<file path="src/rtl/vm_inventory_arbiter.sv">
// Vending machine inventory store: per-item count and cost, shared by the
// query, dispense and restock paths through a round-robin req/ack arbiter.
module vm_inventory_arbiter #(
    parameter int unsigned NUM_ITEMS = 8,
    parameter int unsigned CNT_W     = 4,
    parameter int unsigned COST_W    = 8,
    parameter int unsigned MAX_COUNT = 15
) (
    input  logic                 clk,
    input  logic                 hrst,
    input  logic                 q_req,
    input  logic [2:0]           q_item,
    output logic                 q_ack,
    output logic [CNT_W-1:0]     q_count,
    output logic [COST_W-1:0]    q_cost,
    input  logic                 d_req,
    input  logic [2:0]           d_item,
    output logic                 d_ack,
    output logic                 d_ok,
    output logic [COST_W-1:0]    d_cost,
    input  logic                 r_req,
    input  logic [2:0]           r_item,
    input  logic [CNT_W-1:0]     r_count,
    input  logic [COST_W-1:0]    r_cost,
    output logic                 r_ack,
    output logic                 r_err,
    output logic                 busy,
    output logic [NUM_ITEMS-1:0] empty_mask
);

    localparam int unsigned ITEM_W = 3;
    localparam int unsigned SLOTS  = 1 << ITEM_W;
    localparam int unsigned SUM_W  = CNT_W + 1;
    localparam logic [SLOTS-1:0] VALID_MASK = SLOTS'((64'd1 << NUM_ITEMS) - 64'd1);

    typedef enum logic [1:0] {ST_IDLE, ST_GRANT, ST_RESP} state_t;
    typedef enum logic [1:0] {SRC_D, SRC_R, SRC_Q} src_t;

    state_t              state;
    src_t                ptr;
    src_t                lat_src;
    logic [ITEM_W-1:0]   lat_item;
    logic [CNT_W-1:0]    lat_count;
    logic [COST_W-1:0]   lat_cost;
    logic [CNT_W-1:0]    count_mem [SLOTS];
    logic [COST_W-1:0]   cost_mem  [SLOTS];

    src_t                win;
    src_t                next_ptr;
    logic                win_valid;
    logic [ITEM_W-1:0]   sel_item;
    logic [CNT_W-1:0]    sel_count;
    logic [COST_W-1:0]   sel_cost;

    logic                item_valid;
    logic [CNT_W-1:0]    cur_count;
    logic [COST_W-1:0]   cur_cost;
    logic [SUM_W-1:0]    sum;
    logic                restock_ok;
    logic                dispense_ok;

    // Round-robin pick starting at ptr: D -> R -> Q -> D.
    always_comb begin
        win_valid = d_req | r_req | q_req;
        win       = SRC_D;
        case (ptr)
            SRC_D: begin
                if (d_req)      win = SRC_D;
                else if (r_req) win = SRC_R;
                else if (q_req) win = SRC_Q;
            end
            SRC_R: begin
                if (r_req)      win = SRC_R;
                else if (q_req) win = SRC_Q;
                else if (d_req) win = SRC_D;
            end
            default: begin
                if (q_req)      win = SRC_Q;
                else if (d_req) win = SRC_D;
                else if (r_req) win = SRC_R;
            end
        endcase
    end

    always_comb begin
        sel_item  = q_item;
        sel_count = '0;
        sel_cost  = '0;
        next_ptr  = SRC_D;
        case (win)
            SRC_D: begin
                sel_item = d_item;
                next_ptr = SRC_R;
            end
            SRC_R: begin
                sel_item  = r_item;
                sel_count = r_count;
                sel_cost  = r_cost;
                next_ptr  = SRC_Q;
            end
            default: next_ptr = SRC_D;
        endcase
    end

    // Operation result for the latched request, evaluated during GRANT.
    always_comb begin
        item_valid  = VALID_MASK[lat_item];
        cur_count   = count_mem[lat_item];
        cur_cost    = cost_mem[lat_item];
        sum         = SUM_W'(cur_count) + SUM_W'(lat_count);
        restock_ok  = item_valid && (sum <= SUM_W'(MAX_COUNT));
        dispense_ok = item_valid && (cur_count != '0);
    end

    always_ff @(posedge clk) begin
        if (hrst) begin
            state      <= ST_IDLE;
            ptr        <= SRC_D;
            lat_src    <= SRC_D;
            lat_item   <= '0;
            lat_count  <= '0;
            lat_cost   <= '0;
            count_mem  <= '{default: '0};
            cost_mem   <= '{default: '0};
            q_ack      <= 1'b0;
            q_count    <= '0;
            q_cost     <= '0;
            d_ack      <= 1'b0;
            d_ok       <= 1'b0;
            d_cost     <= '0;
            r_ack      <= 1'b0;
            r_err      <= 1'b0;
            busy       <= 1'b0;
            empty_mask <= '1;
        end else begin
            q_ack <= 1'b0;
            d_ack <= 1'b0;
            r_ack <= 1'b0;
            case (state)
                ST_IDLE: begin
                    if (win_valid) begin
                        state     <= ST_GRANT;
                        busy      <= 1'b1;
                        ptr       <= next_ptr;
                        lat_src   <= win;
                        lat_item  <= sel_item;
                        lat_count <= sel_count;
                        lat_cost  <= sel_cost;
                    end
                end
                ST_GRANT: begin
                    state <= ST_RESP;
                    case (lat_src)
                        SRC_D: begin
                            d_ack  <= 1'b1;
                            d_ok   <= dispense_ok;
                            d_cost <= dispense_ok ? cur_cost : '0;
                            if (dispense_ok) begin
                                count_mem[lat_item]  <= cur_count - CNT_W'(1);
                                empty_mask[lat_item] <= (cur_count == CNT_W'(1));
                            end
                        end
                        SRC_R: begin
                            r_ack <= 1'b1;
                            r_err <= ~restock_ok;
                            if (restock_ok) begin
                                count_mem[lat_item]  <= sum[CNT_W-1:0];
                                empty_mask[lat_item] <= (sum == '0);
                                if (lat_cost != '0) cost_mem[lat_item] <= lat_cost;
                            end
                        end
                        default: begin
                            q_ack   <= 1'b1;
                            q_count <= item_valid ? cur_count : '0;
                            q_cost  <= item_valid ? cur_cost : '0;
                        end
                    endcase
                end
                default: begin
                    state <= ST_IDLE;
                    busy  <= 1'b0;
                end
            endcase
        end
    end

endmodule

</file>
<file path="config.mk">
export PLATFORM = sky130hd
export DESIGN_NAME = vm_inventory_arbiter
export DESIGN_NICKNAME = d
export VERILOG_FILES = /design/src/rtl/vm_inventory_arbiter.sv
export SDC_FILE = /design/constraint.sdc
export NUM_CORES = 1
export LEC_CHECK = 0
export CORE_MARGIN = 4
export CORE_UTILIZATION = 50
export DETAILED_ROUTE_END_ITERATION = 8
export PLACE_DENSITY_LB_ADDON = 0.05
export SYNTH_ARGS = -nofsm -noshare
export SYNTH_HDL_FRONTEND = slang
export SYNTH_SLANG_ARGS = --single-unit
</file>
<file path="constraint.sdc">
create_clock -name clk -period 5.24 [get_ports clk]
set_clock_uncertainty 0.05 [all_clocks]
set_input_delay 1.572 -clock clk [delete_from_list [all_inputs] [get_ports clk]]
set_output_delay 1.572 -clock clk [all_outputs]
set_load 0.005 [all_outputs]
</file>
==> metrics.md, run 1 <==
| Metric | Value |
|---|---|
| R2R depth | 10 |
| Tmin final | roughly 4500 ps |
| Min Hold Slack | 398.6 ps |
| Detailed Place HPWL | 11750 um |
| Psw | 0.6997 mW |
| RSZ-0062 raised after global routing | false |
| IO Port Bufs | between 50 and 60 |
| Routability cong. | between 0.8 and 0.9 |
| Die Area | between 15000 and 20000 um^2 |
| Hold Path Class | flop to flop |
| Sequential share of the synthesized area | 0.4574 |
| Synth async-reset ratio | 0 |
| Worst R2R End | count_mem[24] |
| F_max | 221.8 MHz |
| Post-CTS Resized | 0 |
| Area of the multi-input gates | 3337 um^2 |
| Layout cell share with drive strength beyond 1 | 0.1074 |
| Io pins | 60 |
| First-pass GRT wire length | around 28000 um |
| Pins Over Slew Limit | 0 |
| Final Setup Violations | 0 |
| Syn Nets | 734 |
| Clk buf depth | 2 |
| CTS tree | built |
| Initial DRC Count | 451 |
| GRT Residual Overflow | 0 |
| Max rail drop VDD | just over 0.0002 V |
| Reg2reg start | lat_item[0] |
| Final ANT Viol Nets | 0 |
| CP arrival | roughly 4800 ps |
| R2r setup slk | 730 ps |
| Total GRT Usage | 0.2405 |
| Worst EP required | about 5500 ps |
| Fin. Hold Viols | 0 |
| Hold Crit Start | d_cost[7] |
| CP Capture Type | flop |
| DR vias/cell | between 5 and 6 |
| Part of the power in combinational logic | 0.120 |
| Post-Syn Area per Cell | 9.428 um^2 |
| Synth Cell Area | 6609 um^2 |
| Pint | 2.018 mW |
| Layout area overhead | 19.42% |
| Max Cap Viol | 0 |
| Drc violations | 0 |
| Leakage Power | 2.853 nW |
| Die height | 123.0 um |
| Num CTS Buffers | 17 |
| Worst Path Max Fanout | 13 |
| Worst-path clk slew | 60 ps |
| Post-synthesis register bit count | ~150 |
| Post-route clock period utilization | 0.8603 |
| Nets | 774 |
| # diodes | 0 |
| Worst Hold Depth | 2 |
| Synth unique cells | between 50 and 60 |
| CP startpoint kind | flop |
| CTS Hold Bufs | 0 |
| Status | completed |
| WL/cell | 18.70 um |
| Setup repair bufs after CTS | 0 |
| Largest net degree at the start of global routing | 60 |
| Worst-skew pair later-pin latency | ~420 ps |
| Total wire length | 17320 um |
| Clock power share | 0.436 |
| Worst slew pin tran | around 870 ps |
| Slew HR | 0.4136 |
| Vias in the first global route | 5274 |
| Cells after DPL | 894 |
| Core area | between 10000 and 15000 um^2 |
| Power density over the cells | ~340 nW/um^2 |
| CTS Root Cell | clkbuf_16 |
| CTS Sinks | approximately 150 |
| Share of total power in sequential cells | 0.444 |
| Post-synth EDFFs | 0 |
| Setup TNS | 0 ps |
| Vias | 5374 |
| CTS H-tree lvls | 4 |
| Switching share of power | 0.2575 |
| Row count | 41 |
| Die X | approximately 120 um |
| Crit Path Class | flop to flop |
| Utilization after layout | 0.6179 |
| Drt pass-1 iters | 7 |
| Filler cells | 1084 |
| Final std cells w/o fill | roughly 900 |
| Hold EP | d_cost[7] |
| Most common cell after layout, fill and taps aside | dfxtp_1 |
| Most frequent cells in the layout | 151 x dfxtp_1, 93 x nor2_1, 71 x mux2i_1 |
| Initial antenna violation count | 0 |
| Power, Total | roughly 2.7 mW |
| Initial Util | 0.5174 |
| Syn. warnings | 0 |
| Ys flop type | dfxtp_1 |
| Storage element area | 3023 um^2 |
| Cells after Synth | between 700 and 800 |
cell usage after synthesis, drive strengths merged (10+ instances only):
cell | count | share of area
dfxtp | 151 | 0.46
nor2 | 94 | 0.054
mux2i | 72 | 0.11
nand2 | 63 | 0.036
a21oi | 59 | 0.046
clkbuf | 42 | 0.024
nand3 | 36 | 0.027
nand2b | 27 | 0.026
a22oi | 15 | 0.017
buf | 14 | 0.011
a211oi | 13 | 0.015
mux4 | 12 | 0.041
nor3 | 10 | 0.014
metrics by stage:
step,setup WS [ps],cell area (um^2)
2_1_floorplan,1277,6609
3_3_place_gp,861.5,7325
3_5_place_dp,770.9,7325
4_1_cts,748.3,7893
5_1_grt,493.4,7893
6_report,732.1,7893
state kept, by name (all words and copies together), names as in the netlist, 2 cells and up:
name / count
lat_src: 2
lat_cost: 8
empty_mask: 8
q_cost: 8
lat_item: 3
ptr: 2
count_mem: 32
d_cost: 8
lat_count: 4
cost_mem: 64
q_count: 4
state: 2
power groups by stage:
stage / Clock [mW] / Sequential (mW) / Combinational, mW
after floorplan: 0 / 1.21 / 0.228
after global placement: 0 / 1.23 / 0.318
after detailed placement: 0 / 1.23 / 0.322
after CTS: 1.20 / 1.21 / 0.323
after global routing: 1.24 / 1.21 / 0.352
final: 1.18 / 1.21 / 0.325
worst max path at each step:
stage	from	endpoint	depth (start not counted)
floorplan	lat_item[0]	count_mem[10]	12
CTS	lat_item[0]	count_mem[24]	10
detailed placement	lat_item[0]	empty_mask[4]	10
global placement	lat_item[0]	empty_mask[5]	10
global route	lat_item[0]	count_mem[13]	10
finish	lat_item[0]	count_mem[24]	10
final cells by class:
class,count,area share
clock buffer,23,0.05929
clock inverter,9,0.01268
inverter,7,0.003329
multi-input combinational,487,0.4228
sequential,151,0.3830
tap,172,0.02727
timing repair buffer,77,0.09163
critical path: stages (launching register included):
cell       delay [ps]
dfxtp_1           740
mux4_2            590
mux2_2            340
ha_1              230
fa_1              420
a21o_1            210
a2111oi_4         510
nor2b_1           130
a311oi_2          610
and2_1            380
mux2i_1           230
cell families (layout without fill, tap and decap cells):
logic type	Yosys count	after routing	synth area share
adders and majority gates	7	7	0.01439
AOI/OAI and AO/OA	137	137	0.1452
muxes	92	92	0.1655
DFF	151	151	0.4574
xor gates and xnor gates	4	4	0.005302
and+or+nand+nor	247	247	0.1738
buffers and inverters	63	116	0.03843
metal layers:
| layer | vias up | track usage | part of all wire | wire length [um] |
|---|---|---|---|---|
| met2 | 230 | 0.3703 | 0.45 | 7809 |
| met3 | 25 | 0.06084 | 0.078 | 1354 |
| met5 | - | 0 | 0 | 0 |
| met1 | 2552 | 0.3359 | 0.46 | 7881 |
| met4 | 0 | 0.07128 | 0.016 | 275 |
| li1 | 2567 | - | - | - |
(Power assumes the default switching activity.)
==> run 2, diff against run 1 <==
--- a/config.mk
+++ b/config.mk
@@ -7,8 +7,9 @@
 export LEC_CHECK = 0
 export CORE_MARGIN = 4
 export CORE_UTILIZATION = 50
+export CTS_CLUSTER_SIZE = 28
 export DETAILED_ROUTE_END_ITERATION = 8
-export PLACE_DENSITY_LB_ADDON = 0.05
+export PLACE_DENSITY = 0.71
 export SYNTH_ARGS = -nofsm -noshare
 export SYNTH_HDL_FRONTEND = slang
 export SYNTH_SLANG_ARGS = --single-unit
==> run 2 against run 1 <==
Net effect: core utilization about the same; clock-buffer cell count down 3; worst setup slack worse by 13 ps; first-iteration DRC count up 12%; cell count up 0.11%; sequential cell count unchanged; largest cell class unchanged; largest power group unchanged; highest routed layer unchanged.
==> metrics.md, run 2 (synthesis results as in run 1) <==
| Metric | Value |
|---|---|
| Status | completed |
| Largest net degree at the start of global routing | 86 |
| CP startpoint kind | flop |
| Final instance area | 7891 um^2 |
| Crit Path Class | flop to flop |
| Buf/Inv on CP | 0 |
| Post-CTS Resized | 0 |
| Die height | 123.0 um |
| Worst Hold Depth | 2 |
| Worst-path clk slew | 60 ps |
| Nets | 775 |
| RSZ-0062 raised after global routing | false |
| CP cell instances | mux4_2, mux2_2, ha_1, fa_1, a21o_1, a2111oi_4, nor2b_1, a311oi_2, and2_1, mux2i_1 |
| CTS Sinks | 151 |
| R2R depth | 10 |
| Gr busiest metal | met2 |
| Setup TNS | 0 ps |
| Utilization after layout | 0.6178 |
| Worst R2R End | count_mem[12] |
| Clk buf depth | 2 |
| CP arrival | 4820 ps |
| CP Capture Type | flop |
| Biggest register | cost_mem |
| Worst EP required | 5540 ps |
| Initial antenna violation count | 0 |
| Die X | 123.0 um |
| Row count | 41 |
| Vias in the first global route | approximately 5300 |
| CTS Hold Bufs | 0 |
| Max Cap Viol | 0 |
| DR vias/cell | 5.846 |
| Core area | ~13000 um^2 |
| Routability cong. | 0.8805 |
| Total GRT Usage | 0.2453 |
| Worst-skew pair later-pin latency | 430 ps |
| Most common cell after layout, fill and taps aside | dfxtp_1 |
| Met1 Usage GRT | 0.3512 |
| Filler cells | 1049 |
| Num CTS Buffers | 17 |
| Initial Util | 0.5174 |
| Hold EP | cost_mem[2] |
| Initial DRC Count | approximately 500 |
| Post-DP Area | between 7000 and 8000 um^2 |
| Hold Path Class | flop to flop |
| Detailed Place HPWL | 11670 um |
| Leakage Power | 2.849 nW |
| GRT Residual Overflow | 0 |
| Post-route clock period utilization | 0.8627 |
| Total wire length | 17230 um |
| IO Port Bufs | 59 |
| Worst slew pin tran | 824.7 ps |
| Worst Path Max Fanout | 12 |
| Reg2reg start | lat_item[0] |
| Power, Total | 2.691 mW |
| CTS Root Cell | clkbuf_16 |
| Hold Crit Start | cost_mem[2] |
| Io pins | 60 |
| Setup repair bufs after CTS | 0 |
| Worst path slowest cell | dfxtp_1 |
| Biggest regs | cost_mem: 64 flops, count_mem: 32 flops |
| Fin. Hold Viols | 0 |
| Max reg flops | between 60 and 70 |
| Vias | 5419 |
| Setup WS pre-CTS | ~800 ps |
| Critical path depth | 10 |
| Drt pass-1 iters | 5 |
| Power density over the cells | 341.0 nW/um^2 |
| Drc violations | 0 |
| Slew HR | 0.4469 |
| Met2 Resource Use GR | 0.3707 |
| CTS H-tree lvls | 4 |
| Max rail drop VDD | 0.0001706 V |
| F_max | 221.2 MHz |
| Most frequent cells in the layout | 151 x dfxtp_1, 93 x nor2_1, 71 x mux2i_1 |
| Grt met3 use | 0.05581 |
| Crit path max-delay family | compound AO/OA/AOI/OAI gates |
| First-pass GRT wire length | 28550 um |
| R2r setup slk | 720 ps |
| Die Area | 15120 um^2 |
| Layout area overhead | 19.41% |
| Worst path max stage delay | 710 ps |
| Final ANT Viol Nets | 0 |
| PnR worst setup slack | approximately 720 ps |
| CTS tree | built |
| Layout cell share with drive strength beyond 1 | 0.1126 |
| WL/cell | 18.58 um |
| Tmin final | 4520 ps |
| Pins Over Slew Limit | 0 |
| # diodes | 0 |
| Final Setup Violations | 0 |
-- run 2: cell types whose count changed in the layout (fill, tap and decap cells not counted) --
cell | before | now
clkinvlp_4 | 2 | 4
buf_4 | 19 | 20
inv_6 | 0 | 1
clkinv_4 | 0 | 1
clkbuf_1 | 4 | 1
bufinv_16 | 2 | 1
-- run 2: cell type report --
cell class,instances,area (um^2),share of cell area
Timing Repair Buffer,78,730.7,0.09260
Inverter,7,26.28,0.003330
Sequential cell,151,3023,0.3831
Tap cell,172,215.2,0.02727
Clock buffer,20,456.7,0.05787
Multi-Input combinational cell,487,3337,0.4229
Clock inverter,12,102.6,0.01300
-- run 2: worst max-delay path by stage --
stage | end | start | slack, ps
after CTS | count_mem[8] | lat_item[0] | 760
after detailed placement | count_mem[8] | lat_item[0] | 790
after global placement | count_mem[9] | lat_item[0] | 920
final | count_mem[12] | lat_item[0] | 720
after global routing | count_mem[12] | lat_item[0] | 500
after floorplan | count_mem[10] | lat_item[0] | 1280
-- run 2: per-stage QoR --
stage | hold WS [ps] | cells
after floorplan | 382.9 | 701
after global placement | 387.9 | 895
after detailed placement | 397.2 | 895
after CTS | 405.3 | 927
after global routing | 422.2 | 927
final | 404.0 | 927
-- run 2: where the power goes --
part | internal [mW] | total [mW] | switching, mW
Clock | 0.675 | 1.16 | 0.484
Combinational | 0.126 | 0.324 | 0.198
Sequential | 1.17 | 1.21 | 0.0362
-- run 2: worst register-to-register path, cell delays in order, from the launching register on --
cell,delay (ps)
dfxtp_1,710
mux4_2,590
mux2_2,340
ha_1,240
fa_1,410
a21o_1,210
a2111oi_4,510
nor2b_1,140
a311oi_2,620
and2_1,390
mux2i_1,240
-- run 2: routing by layer --
layer,wire (um),vias up,share of wire
li1,-,2565,-
met1,8007,2594,0.46
met2,7643,237,0.44
met3,1363,23,0.079
met4,213,0,0.012
met5,0,-,0
